==> src/rtl/pipe_hazard_ctrl_pkg.sv <==
`default_nettype none
// ============================================================================
// Module      : pipe_ctrl_pkg
// Description : Shared types and helpers for the 3-stage pipeline hazard
//               controller: FSM state encoding, RV32I base opcodes and the
//               register-source usage decode for each opcode.
// Revision    : 1.0 - initial release
// ============================================================================
package pipe_ctrl_pkg;

    typedef enum logic [1:0] {
        RUN      = 2'd0,
        MEM_WAIT = 2'd1,
        HALT     = 2'd2
    } ctrl_state_t;

    localparam logic [6:0] OPC_LOAD   = 7'b0000011;
    localparam logic [6:0] OPC_STORE  = 7'b0100011;
    localparam logic [6:0] OPC_OP     = 7'b0110011;
    localparam logic [6:0] OPC_OPIMM  = 7'b0010011;
    localparam logic [6:0] OPC_BRANCH = 7'b1100011;
    localparam logic [6:0] OPC_JAL    = 7'b1101111;
    localparam logic [6:0] OPC_JALR   = 7'b1100111;
    localparam logic [6:0] OPC_LUI    = 7'b0110111;
    localparam logic [6:0] OPC_AUIPC  = 7'b0010111;
    localparam logic [6:0] OPC_SYSTEM = 7'b1110011;

    // Every format except U-type and J-type reads rs1.
    function automatic logic uses_rs1(input logic [6:0] opc);
        return !((opc == OPC_LUI) || (opc == OPC_AUIPC) || (opc == OPC_JAL));
    endfunction

    // Only R-, S- and B-type instructions read rs2.
    function automatic logic uses_rs2(input logic [6:0] opc);
        return (opc == OPC_OP) || (opc == OPC_STORE) || (opc == OPC_BRANCH);
    endfunction

endpackage
`default_nettype wire

==> src/rtl/pipe_hazard_ctrl_fwd.sv <==
`default_nettype none
// ============================================================================
// Module      : fwd_unit
// Description : Single-operand forwarding compare. Asserts o_fwd when the
//               MEM/WB instruction writes a non-zero rd that matches the
//               EX-stage source register and that source is actually read.
// Ports       : i_wr_en   - MEM/WB writes rd
//               i_rd      - MEM/WB destination index
//               i_rs      - EX-stage source index
//               i_rs_used - EX opcode reads this source
//               i_allow   - forwarding permitted this cycle
//               o_fwd     - select WB result for this operand
// Revision    : 1.0 - initial release
// ============================================================================
module fwd_unit (
    input  logic       i_wr_en,
    input  logic [4:0] i_rd,
    input  logic [4:0] i_rs,
    input  logic       i_rs_used,
    input  logic       i_allow,
    output logic       o_fwd
);

    // x0 is hard-wired zero, so a write to it never produces a value to forward.
    assign o_fwd = i_allow & i_wr_en & (i_rd != 5'd0) & (i_rd == i_rs) & i_rs_used;

endmodule
`default_nettype wire

==> src/rtl/pipe_hazard_ctrl.sv <==
`default_nettype none
// ============================================================================
// Module      : pipe_hazard_ctrl
// Description : Hazard and sequencing controller for the IF | ID/EX | MEM/WB
//               pipeline. Produces stall, flush, PC redirect and forwarding
//               controls, waits on variable-latency data memory with a
//               timeout, and halts the core on a SYSTEM instruction.
// Config      : PIPE_PERF_EN - when defined, cyc_cnt/stall_cnt/flush_cnt are
//               live wrapping counters; otherwise the ports are tied to 0.
// Ports       : clk, rst (async, active-high)
//               opcode_ex, rs1_ex, rs2_ex, br_taken  - EX-stage decode
//               rd_wb, reg_wr_wb, mem_wb             - MEM/WB write info
//               dmem_valid                           - data memory done
//               stall_if, stall_ex, flush_if, pc_sel, wb_kill,
//               fwd_a, fwd_b, mem_err, halted        - pipeline controls
//               cyc_cnt, stall_cnt, flush_cnt        - performance counters
// Revision    : 1.0 - initial release
// ============================================================================
module pipe_hazard_ctrl
    import pipe_ctrl_pkg::*;
#(
    parameter int MEM_TIMEOUT = 4,
    parameter int CNT_W       = 32
) (
    input  logic             clk,
    input  logic             rst,
    input  logic [6:0]       opcode_ex,
    input  logic [4:0]       rs1_ex,
    input  logic [4:0]       rs2_ex,
    input  logic             br_taken,
    input  logic [4:0]       rd_wb,
    input  logic             reg_wr_wb,
    input  logic             mem_wb,
    input  logic             dmem_valid,
    output logic             stall_if,
    output logic             stall_ex,
    output logic             flush_if,
    output logic             pc_sel,
    output logic             wb_kill,
    output logic             fwd_a,
    output logic             fwd_b,
    output logic             mem_err,
    output logic             halted,
    output logic [CNT_W-1:0] cyc_cnt,
    output logic [CNT_W-1:0] stall_cnt,
    output logic [CNT_W-1:0] flush_cnt
);

    localparam int                    c_wait_w  = $clog2(MEM_TIMEOUT + 1);
    localparam logic [c_wait_w-1:0]   c_timeout = c_wait_w'(MEM_TIMEOUT);
    localparam logic [c_wait_w-1:0]   c_one     = c_wait_w'(1);

    ctrl_state_t          r_state;
    ctrl_state_t          w_state_nxt;
    logic [c_wait_w-1:0]  r_wait_cnt;
    logic [c_wait_w-1:0]  w_wait_nxt;
    logic                 w_stall;
    logic                 w_timeout;
    logic                 w_redirect;
    logic                 w_fwd_allow;

    always_comb begin
        w_stall     = 1'b0;
        w_timeout   = 1'b0;
        w_state_nxt = r_state;
        w_wait_nxt  = r_wait_cnt;
        case (r_state)
            RUN: begin
                // The RUN cycle that sees the miss is the first stall cycle.
                if (mem_wb && !dmem_valid) begin
                    w_stall     = 1'b1;
                    w_state_nxt = MEM_WAIT;
                    w_wait_nxt  = c_one;
                end
            end
            MEM_WAIT: begin
                if (dmem_valid) begin
                    w_state_nxt = RUN;
                    w_wait_nxt  = '0;
                end else if (r_wait_cnt == c_timeout) begin
                    w_timeout   = 1'b1;
                    w_state_nxt = RUN;
                    w_wait_nxt  = '0;
                end else begin
                    w_stall    = 1'b1;
                    w_wait_nxt = r_wait_cnt + 1'b1;
                end
            end
            HALT: begin
                w_stall = 1'b1;
            end
            default: begin
                w_state_nxt = RUN;
                w_wait_nxt  = '0;
            end
        endcase
        // A SYSTEM instruction only retires out of EX on an unstalled cycle.
        if ((r_state != HALT) && !w_stall && (opcode_ex == OPC_SYSTEM)) begin
            w_state_nxt = HALT;
            w_wait_nxt  = '0;
        end
    end

    always_ff @(posedge clk or posedge rst) begin
        if (rst) begin
            r_state    <= RUN;
            r_wait_cnt <= '0;
        end else begin
            r_state    <= w_state_nxt;
            r_wait_cnt <= w_wait_nxt;
        end
    end

    // A stalled branch stays in EX and redirects on the first free cycle.
    assign w_redirect  = br_taken & ~w_stall & (r_state != HALT);
    assign w_fwd_allow = ~w_stall & ~w_timeout;

    assign stall_if = w_stall;
    assign stall_ex = w_stall;
    assign pc_sel   = w_redirect;
    assign flush_if = w_redirect;
    assign mem_err  = w_timeout;
    assign wb_kill  = w_timeout;
    assign halted   = (r_state == HALT);

    fwd_unit u_fwd_a (
        .i_wr_en   (reg_wr_wb),
        .i_rd      (rd_wb),
        .i_rs      (rs1_ex),
        .i_rs_used (uses_rs1(opcode_ex)),
        .i_allow   (w_fwd_allow),
        .o_fwd     (fwd_a)
    );

    fwd_unit u_fwd_b (
        .i_wr_en   (reg_wr_wb),
        .i_rd      (rd_wb),
        .i_rs      (rs2_ex),
        .i_rs_used (uses_rs2(opcode_ex)),
        .i_allow   (w_fwd_allow),
        .o_fwd     (fwd_b)
    );

`ifdef PIPE_PERF_EN
    logic [CNT_W-1:0] r_cyc_cnt;
    logic [CNT_W-1:0] r_stall_cnt;
    logic [CNT_W-1:0] r_flush_cnt;

    always_ff @(posedge clk or posedge rst) begin
        if (rst) begin
            r_cyc_cnt   <= '0;
            r_stall_cnt <= '0;
            r_flush_cnt <= '0;
        end else begin
            if (r_state != HALT) begin
                r_cyc_cnt <= r_cyc_cnt + 1'b1;
            end
            if (w_stall && (r_state != HALT)) begin
                r_stall_cnt <= r_stall_cnt + 1'b1;
            end
            if (w_redirect) begin
                r_flush_cnt <= r_flush_cnt + 1'b1;
            end
        end
    end

    assign cyc_cnt   = r_cyc_cnt;
    assign stall_cnt = r_stall_cnt;
    assign flush_cnt = r_flush_cnt;
`else
    assign cyc_cnt   = '0;
    assign stall_cnt = '0;
    assign flush_cnt = '0;
`endif

endmodule
`default_nettype wire

==> config.mk <==
export PLATFORM = sky130hd
export DESIGN_NAME = pipe_hazard_ctrl
export DESIGN_NICKNAME = d
export VERILOG_FILES = /design/src/rtl/pipe_hazard_ctrl_pkg.sv /design/src/rtl/pipe_hazard_ctrl_fwd.sv /design/src/rtl/pipe_hazard_ctrl.sv
export SDC_FILE = /design/constraint.sdc
export NUM_CORES = 1
export LEC_CHECK = 0
export CAP_MARGIN = 20
export CORE_UTILIZATION = 26
export DETAILED_ROUTE_END_ITERATION = 8
export GPL_TIMING_DRIVEN = 0
export PLACE_DENSITY_LB_ADDON = 0.08
export SYNTH_ARGS = -nofsm -noshare
export SYNTH_HDL_FRONTEND = slang
export SYNTH_SLANG_ARGS = --single-unit
export TNS_END_PERCENT = 20
==> constraint.sdc <==
create_clock -name clk -period 1.2 [get_ports clk]
set_input_delay 0.12 -clock clk [delete_from_list [all_inputs] [get_ports clk]]
set_output_delay 0.12 -clock clk [all_outputs]
set_load 0.05 [all_outputs]
* Yosys cells after proc, flatten, opt, wreduce, memory -nomap -nowiden *
Cells that the tools add are included.

word-level totals
  flip-flop bits (word level) = 5
  bits in latches = 0
  RAM bits = 0
  ROM bits = 0
  input bits = 28
  output and inout bits = 105
  memories = 0

operators by class
  $add $sub $neg = 1
  multiply operators = 0
  div/mod/pow operators = 0
  $lt $le $gt $ge = 0
  equality and inequality tests = 16
  shifts and indexed selects = 0
  mux-type cells = 17
  bitwise logic cells = 11
  reductions and logical operators = 14

operator list
  operator                                                                count
  7-bit by 6-bit equality test with 1-bit output (second input constant)  3
  7-bit equality test (second input constant)                             3
  3-bit 2-to-1 mux                                                        4
  5-bit equality test                                                     2
  1-bit AND                                                               9
  3-bit one-hot mux with 3 select lines                                   1
  2-bit 2-to-1 mux                                                        4
  7-bit by 5-bit equality test with 1-bit output (second input constant)  1
  1-bit 2-to-1 mux                                                        6
  2-bit one-hot mux with 3 select lines                                   1
  5-bit nonzero test                                                      1
  1-bit logical OR                                                        4
  4-bit != test (second input constant)                                   1
  3-bit by 1-bit adder with 3-bit output (second input constant)          1
  3-bit equality test (second input constant)                             1
  1-bit logical AND                                                       3
  1-bit zero test                                                         3
  3-bit != test (second input constant)                                   1
  1-bit one-hot mux with 3 select lines                                   1
  3-bit AND reduction                                                     1
  2-bit by 1-bit equality test with 1-bit output (second input constant)  1
  2-bit equality test (second input constant)                             1
  2-bit zero test                                                         1
  2-bit by 1-bit != test with 1-bit output (second input constant)        1
  3 further kinds                                                         4

* Logic depth before layout (Yosys ltp) *
Gate-level depths: netlist (run 1).

  depth after elaboration = 10
  depth in mapped cells = 7
  mapped depth without buffers = 6

* By module *
A second synthesis (run 1) with hierarchy kept.

second synthesis, totals
  cell total of the unflattened synthesis = 167
  area, all modules = 1311.3 um^2

by module, submodules not included
  module            instances  cells an instance  area an instance (um^2)  seq. area each (um^2)
  pipe_hazard_ctrl  1          147                1153.6                   125.1
  fwd_unit          2          10                 78.8                     0.0

* Worst setup path after synthesis (run 1) *
No wires, ideal clock.

  path type = register to output
  start point = register r_state[1]
  end point = output port pc_sel
  arrival time = 2.639 ns
  required time = 1.080 ns
  setup slack = -1.559 ns
  cell stages (with the launch flop) = 5
  path buffers = 1
  cell sequence = dfrtp_1 > nor2b_1 > o21ai_0 > nor2_1 > buf_4

between the ends
  word-level cells in the longest chain between the ends = 5

RTL lines
  element                                      line                     source
  start, declared                              pipe_hazard_ctrl.sv:53   ctrl_state_t r_state;
  start signal, assigned                       pipe_hazard_ctrl.sv:109  r_state <= w_state_nxt;
  2-bit equality test (tied with other cells)  pipe_hazard_ctrl.sv:67   case (r_state)
  1-bit one-hot mux with 3 select lines *      pipe_hazard_ctrl.sv:67
  named net stall_ex                           pipe_hazard_ctrl.sv:36   output logic stall_ex,
  1-bit inverter *                             pipe_hazard_ctrl.sv:115  assign w_redirect = br_taken & ~w_stall & (r_state != HALT);
  1-bit AND * (2 in a row)                     pipe_hazard_ctrl.sv:115
  end, declared                                pipe_hazard_ctrl.sv:38   output logic pc_sel,

The timed path passes the listed nets; every way through them passes the cells marked *.

* Final worst setup path (run 1) *
  start point = register r_state[1]
  end point = output port wb_kill

between the ends
  word-level cells in the longest chain between the ends = 2

RTL lines
  element                                         line                    source
  2-bit by 1-bit equality test with 1-bit output  pipe_hazard_ctrl.sv:67
  1-bit 2-to-1 mux                                pipe_hazard_ctrl.sv:67
  end, declared                                   pipe_hazard_ctrl.sv:39  output logic wb_kill,

No other way between the ends.

==> impl_metrics.json, run 1 <==
{
  "cts.sinks": 5,
  "grt.overflow.total": 0,
  "drive_gt1_share_pct": 46.65,
  "cts_made_buffers": 3,
  "crit_family": "simple AND/OR/NAND/NOR gates",
  "r2r_cells": 4,
  "avgViaCountPerCell": 3.045,
  "critical_path_required_ps": 1080,
  "drt_wl_total_um": 2881,
  "area_delta_synth_final_pct": 85.59,
  "dp_hpwl_um": 2388,
  "crit-reg2reg-launch": "r_state[1]",
  "synth_edf_count": 0,
  "coreArea_sq_um": 4723,
  "end_kind": "output pin",
  "setup_violations": 12,
  "syn_area_per_cell_sq_um": 7.642,
  "min_path_type": "in -> async",
  "min_period_ps": 1576,
  "rrSetupSlack_ps": -300,
  "dieArea_sq_um": 5193,
  "hold_viol": 0,
  "grt_start_max_net_pins": 8,
  "crit_type": "reg -> out",
  "die_x_um": 72.06,
  "synth_area_leaders": "buf_4 58%, dfrtp_1 9.8%, xnor2_1 4.1%, xor2_1 2.7%, ha_1 2.0%",
  "antenna_found_initial": 0,
  "die_y_um": 72.06,
  "drv_slew": 0,
  "insertion_delay_ps": 230,
  "worstPathArrival_ps": 1460,
  "async_flop_share_pct": 100.0,
  "leakage_nw": 1.365,
  "drt-initial-drc-count": 40,
  "status": "finished with violations",
  "start_kind": "register",
  "crit_chain": "or3b_4 > nor2_4 > buf_6 > buf_8",
  "ys_warn_count": 0,
  "start_util_pct": 27.02,
  "p_per_area_nw_per_um2": 906.2,
  "postCtsHoldBufs": 0,
  "num_rows": 25,
  "worstReg2RegEnd": "r_wait_cnt[1]",
  "cap_violations": 0,
  "cts_tree": "done",
  "final_nets": 344,
  "antenna_left": 0,
  "first_global_vias": 934,
  "drc": 0,
  "cts_buffer_depth": 2,
  "vdd_ir_drop_max_uv": 461.3,
  "slowest_stage": "dfrtp_2",
  "pin_count": 133,
  "io_buffers": 36,
  "violations": "setup timing",
  "critical_path.max_stage_delay_ps": 470,
  "netlist_instances": 167,
  "ys_seq_elements": 5,
  "grt_usage_pct": 9.947,
  "hold_slack_ps": 102.6,
  "gp_congestion": 0.6999,
  "setup_slack_ps": -375.5,
  "synth_largest_area_cell": "buf_4",
  "path_max_fanout": 7,
  "min_period_over_period_pct": 131.3,
  "critPathBufInv": 2,
  "via_count": 1157,
  "yosysSeqAreaShare_pct": 9.804,
  "yosys.cell_types.count": 30,
  "finalPower_mw": 2.146,
  "rsz0062_at_grt": "true",
  "ys.flop_type": "dfrtp_1",
  "htree_levels": 1,
  "max_clock_freq_ghz": 0.6347,
  "path_clk_slew_ps": 40,
  "synth_top_area_share_pct": 58.24,
  "antenna_cells": 0,
  "post_drt_wl_per_cell_um": 7.582,
  "syn_area_sq_um": 1276,
  "drt_pass1_iterations": 6,
  "grt_pass1_wl_um": 4215,
  "fin_skew_ps": 2.583,
  "cts_root_buf": "clkbuf_8"
}
==> worst register-to-register path, delay by kind of cell, from the launching register on <==
| family | cells | cell delay [ps] |
|---|---|---|
| buffers and inverters | 1 | 160 |
| flip-flops | 1 | 470 |
| AND/OR/NAND/NOR | 1 | 420 |
| AO/OA/AOI/OAI | 2 | 380 |
==> through the flow <==
step	cell area, sq um	worst slack [ps]	util, %	TNS, ps	instances
floorplan	1698	-423.8	-	-2528	262
global placement	2142	-1381	45.35	-10860	365
detailed placement	2142	-1400	45.35	-10790	365
CTS	2312	-381.9	48.95	-3825	376
global route	2369	-426.8	50.15	-4320	380
finish	2369	-375.5	50.15	-3676	380
==> cell usage in the layout, fill, tap and decap left out, types with 2 or more instances in the layout <==
| cell type | count |
|---|---|
| nor3_4 | 2 |
| buf_6 | 7 |
| nand2_1 | 3 |
| xnor2_1 | 6 |
| inv_1 | 2 |
| a21oi_1 | 2 |
| conb_1 | 96 |
| buf_8 | 3 |
| nor2_4 | 2 |
| dfrtp_2 | 2 |
| inv_2 | 3 |
| nor2_1 | 4 |
| buf_4 | 109 |
| clkdlybuf4s50_1 | 22 |
| xor2_1 | 4 |
| o21ai_1 | 3 |
| nand3_1 | 3 |
| clkbuf_8 | 3 |
| nand2_4 | 2 |
| dfrtp_1 | 3 |
| nand2b_1 | 2 |
| dlygate4sd2_1 | 5 |
| o21ai_4 | 2 |
==> timing repair <==
| action | 4_1_cts | 5_1_grt |
|---|---|---|
| setup buffers | 7 | 4 |
| setup endpoints to repair | 13 | 14 |
| pin swaps | 9 | 8 |
| gates resized for setup | 86 | 7 |
==> routing by layer <==
layer,routed length (um),track usage (%)
met1,1027,10.87
met5,0,0
met2,1559,18.90
met4,0,1.307
met3,294,3.333
==> cell families (layout without fill, tap and decap cells) <==
| kind of cell | after synthesis | after routing | synth area share [%] |
|---|---|---|---|
| compound gates | 13 | 13 | 6.862 |
| xor+xnor | 10 | 10 | 6.862 |
| fa+ha+maj | 2 | 2 | 1.960 |
| buf+inv | 104 | 155 | 59.71 |
| flops | 5 | 5 | 9.804 |
| other cells | 1 | 96 | 0.2938 |
| simple gates | 32 | 32 | 14.51 |
==> synthesized netlist by cell type, types with 2 or more instances <==
cell	number
nor2_1	6
buf_4	99
o21ai_0	5
ha_1	2
xor2_1	4
inv_1	5
nand2_1	5
nor3b_1	2
nor3_1	4
nand2b_1	3
a21oi_1	2
dfrtp_1	5
xnor2_1	6
nand3_1	3
==> power breakdown <==
group	total [mW]	leakage [nW]	internal (mW)	switching [mW]
clock network	0.331	0.0228	0.230	0.102
logic	1.57	1.28	0.569	1.01
registers	0.241	0.0626	0.204	0.0373
==> worst max-delay path by stage <==
| stage | startpoint | to | slack, ps | depth (start not counted) |
|---|---|---|---|---|
| final | r_state[1] | wb_kill | -380 | 4 |
| after global routing | r_state[1] | wb_kill | -430 | 4 |
| after CTS | r_state[1] | wb_kill | -380 | 4 |
| after detailed placement | rd_wb[1] | fwd_b | -1400 | 5 |
| after global placement | rd_wb[1] | fwd_b | -1380 | 5 |
| after floorplan | r_wait_cnt[0] | pc_sel | -420 | 7 |
==> area by class of cell <==
type                            instances  area, sq um
Fill cell                             477         2355
Multi-Input combinational cell        153        887.1
Buffer                                 99        750.7
Timing Repair Buffer                   47        455.4
Sequential cell                         5        127.6
Tap cell                               67        83.83
Clock buffer                            4        45.04
Inverter                                5        18.77
==> registers in the layout (all words and copies together), names as in the netlist <==
signal	cells
r_state	2
r_wait_cnt	3
Note: power is estimated with default switching activity, not from simulation.
==> run 2: changes to the inputs <==
CORE_UTILIZATION = 27   (was 26)
REMOVE_ABC_BUFFERS = 1   (was default)
SYNTH_HIERARCHICAL = 1   (was default)
==> impl_metrics.json, run 2 <==
{
  "cts_buffer_depth": 2,
  "critical_path_required_ps": 1080,
  "dieArea_sq_um": 5139,
  "insertion_delay_ps": 220,
  "layout_common_cells": "96 x conb_1, 23 x clkdlybuf4s50_1, 8 x buf_4",
  "cap_violations": 0,
  "drive_gt1_share_pct": 14.71,
  "ys_warn_count": 6,
  "mostFrequentLayoutCell": "conb_1",
  "end_kind": "output pin",
  "start_util_pct": 29.11,
  "vdd_ir_drop_max_uv": 433.6,
  "leakage_nw": 0.7594,
  "cts.sinks": 5,
  "async_flop_share_pct": 100.0,
  "min_period_ps": 1730,
  "worstPathArrival_ps": 1610,
  "drt_pass1_iterations": 4,
  "antenna_found_initial": 0,
  "yosysMostFrequentCell": "buf_4",
  "die_y_um": 71.69,
  "cts_made_buffers": 3,
  "rsz0062_at_grt": "true",
  "ys.flop_type": "dfrtp_1",
  "ys_seq_elements": 5,
  "postCtsHoldBufs": 0,
  "crit_chain": "or2_1 > a21oi_2 > nand3_1 > a2111oi_4 > buf_6",
  "avgViaCountPerCell": 3.469,
  "num_rows": 24,
  "synth_common_cells": "99 x buf_4, 6 x nand2_1, 6 x nand3_1, 5 x dfrtp_1, 5 x inv_1",
  "pin_count": 133,
  "post_drt_wl_per_cell_um": 9.438,
  "finalPower_mw": 1.609,
  "drv_slew": 0,
  "min_path_type": "in -> async",
  "syn_area_per_cell_sq_um": 7.852,
  "dp_hpwl_um": 2047,
  "synth_edf_count": 0,
  "status": "finished with violations",
  "coreArea_sq_um": 4504,
  "fin_skew_ps": 0.9335,
  "cts_root_buf": "clkbuf_8",
  "slew_headroom_pct": 65.12,
  "p_per_area_nw_per_um2": 1094,
  "final_nets": 235,
  "hold_slack_ps": 99.04,
  "drt-initial-drc-count": 6,
  "io_buffers": 36,
  "crit_family": "compound AO/OA/AOI/OAI gates",
  "critical_path.max_stage_delay_ps": 390,
  "rrSetupSlack_ps": -60,
  "hold_viol": 0,
  "drt_wl_total_um": 2416,
  "largestRegisters": "r_wait_cnt x3, r_state x2",
  "synth_top_area_share_pct": 56.68,
  "setup_violations": 12,
  "antenna_cells": 0,
  "antenna_left": 0,
  "area_delta_synth_final_pct": 12.21,
  "setup_slack_ps": -529.7,
  "regMostFlops": "r_wait_cnt",
  "yosys.cell_types.count": 34,
  "synth_area_leaders": "buf_4 57%, dfrtp_1 9.5%, xnor2_1 2.7%, xnor2_2 2.5%, nand3_1 2.3%",
  "htree_levels": 1,
  "post-place-cells": 250,
  "path_clk_slew_ps": 40,
  "die_x_um": 71.69,
  "max_clock_freq_ghz": 0.5781,
  "drc": 0,
  "netlist_instances": 167,
  "crit_type": "reg -> out",
  "start_kind": "register",
  "multi_input_area_sq_um": 845.8,
  "syn_area_sq_um": 1311,
  "grt_start_max_net_pins": 10,
  "slowest_stage": "dfrtp_2",
  "regArea_sq_um": 126.4,
  "via_count": 888,
  "gp_congestion": 0.7012,
  "tightestPinTransition_ps": 516.4,
  "fin_cells": 256,
  "path_max_fanout": 2,
  "yosysSeqAreaShare_pct": 9.542,
  "largest_reg_flops": 3,
  "critPathBufInv": 1,
  "min_period_over_period_pct": 144.1,
  "grt_usage_pct": 7.855,
  "cts_tree": "done",
  "synth_largest_area_cell": "buf_4",
  "n_fill_cell": 511,
  "grt_pass1_wl_um": 3270,
  "first_global_vias": 710,
  "fin_setup_tns_ps": -3538,
  "violations": "setup timing",
  "grt.overflow.total": 0
}
run 2: cell types whose count changed after synthesis, moves of 3 or more:
cell,change
nand2b_1,-3
nand3_1,+3
nor3_1,-3
o21ai_0,-4
run 2: stage by stage:
step	setup WS (ps)	instance area, sq um	utilization, %
after floorplan	-1911	919.6	-
after global placement	-1282	1345	29.86
after detailed placement	-1317	1345	29.86
after CTS	-592.3	1416	31.44
after global routing	-609.8	1471	32.67
final	-529.7	1471	32.67
run 2: final cells by class:
type	count	area share [%]
Clock buffer	4	3.061
Inverter	5	1.276
Multi-Input combinational cell	152	57.48
Sequential cell	5	8.588
Tap cell	52	4.422
Timing Repair Buffer	38	25.17
run 2: layer usage:
metal  GRT usage, %  part of all wire, %  vias up  routed length, um
met4          2.614                 0.99        0                 24
met5              0                    0        -                  0
li1               -                    -      428                  -
met1          9.269                   36      396                865
met2          14.36                   56       59               1342
met3          1.266                  7.6        5                184
run 2: worst register-to-register path: stages, from the launching register on:
cell,delay [ps]
dfrtp_1,390
inv_1,70
ha_2,190
nand2_2,100
nand3_2,100
o21a_1,190
nor3_2,140
run 2: worst paths after layout:
check | startpoint | endpoint | cells past startpoint
hold / removal | rst | r_wait_cnt[1] | 2
setup reg to reg | r_wait_cnt[0] | r_wait_cnt[0] | 6
setup / recovery | r_state[0] | fwd_b | 5
min in group clk | mem_wb | r_state[0] | 3
max in group asynchronous | rst | r_state[0] | 2
hold reg to reg | r_wait_cnt[2] | r_wait_cnt[2] | 1
run 2: power by group:
group	total (mW)	switching [mW]	internal (mW)
Clock	0.314	0.0857	0.228
Sequential	0.216	0.0215	0.195
Combinational	1.08	0.881	0.198
run 2: cell families (layout without fill, tap and decap cells):
kind of cell             after synthesis  in the layout  synth area share, %
AO/OA/AOI/OAI                         18             18                10.21
XOR/XNOR                               8              8                6.488
adder cells (fa/ha/maj)                2              2                1.908
buffers and inverters                105             47                58.49
flip-flops                             5              5                9.542
other                                  1             96               0.2860
AND/OR/NAND/NOR                       28             28                13.07
run 2: timing repair:
| item | 4_1_cts | 5_1_grt |
|---|---|---|
| gates resized for setup | 69 | 11 |
| pin swaps | 3 | 3 |
| setup endpoints to repair | 13 | 13 |
| setup buffers | 1 | 1 |
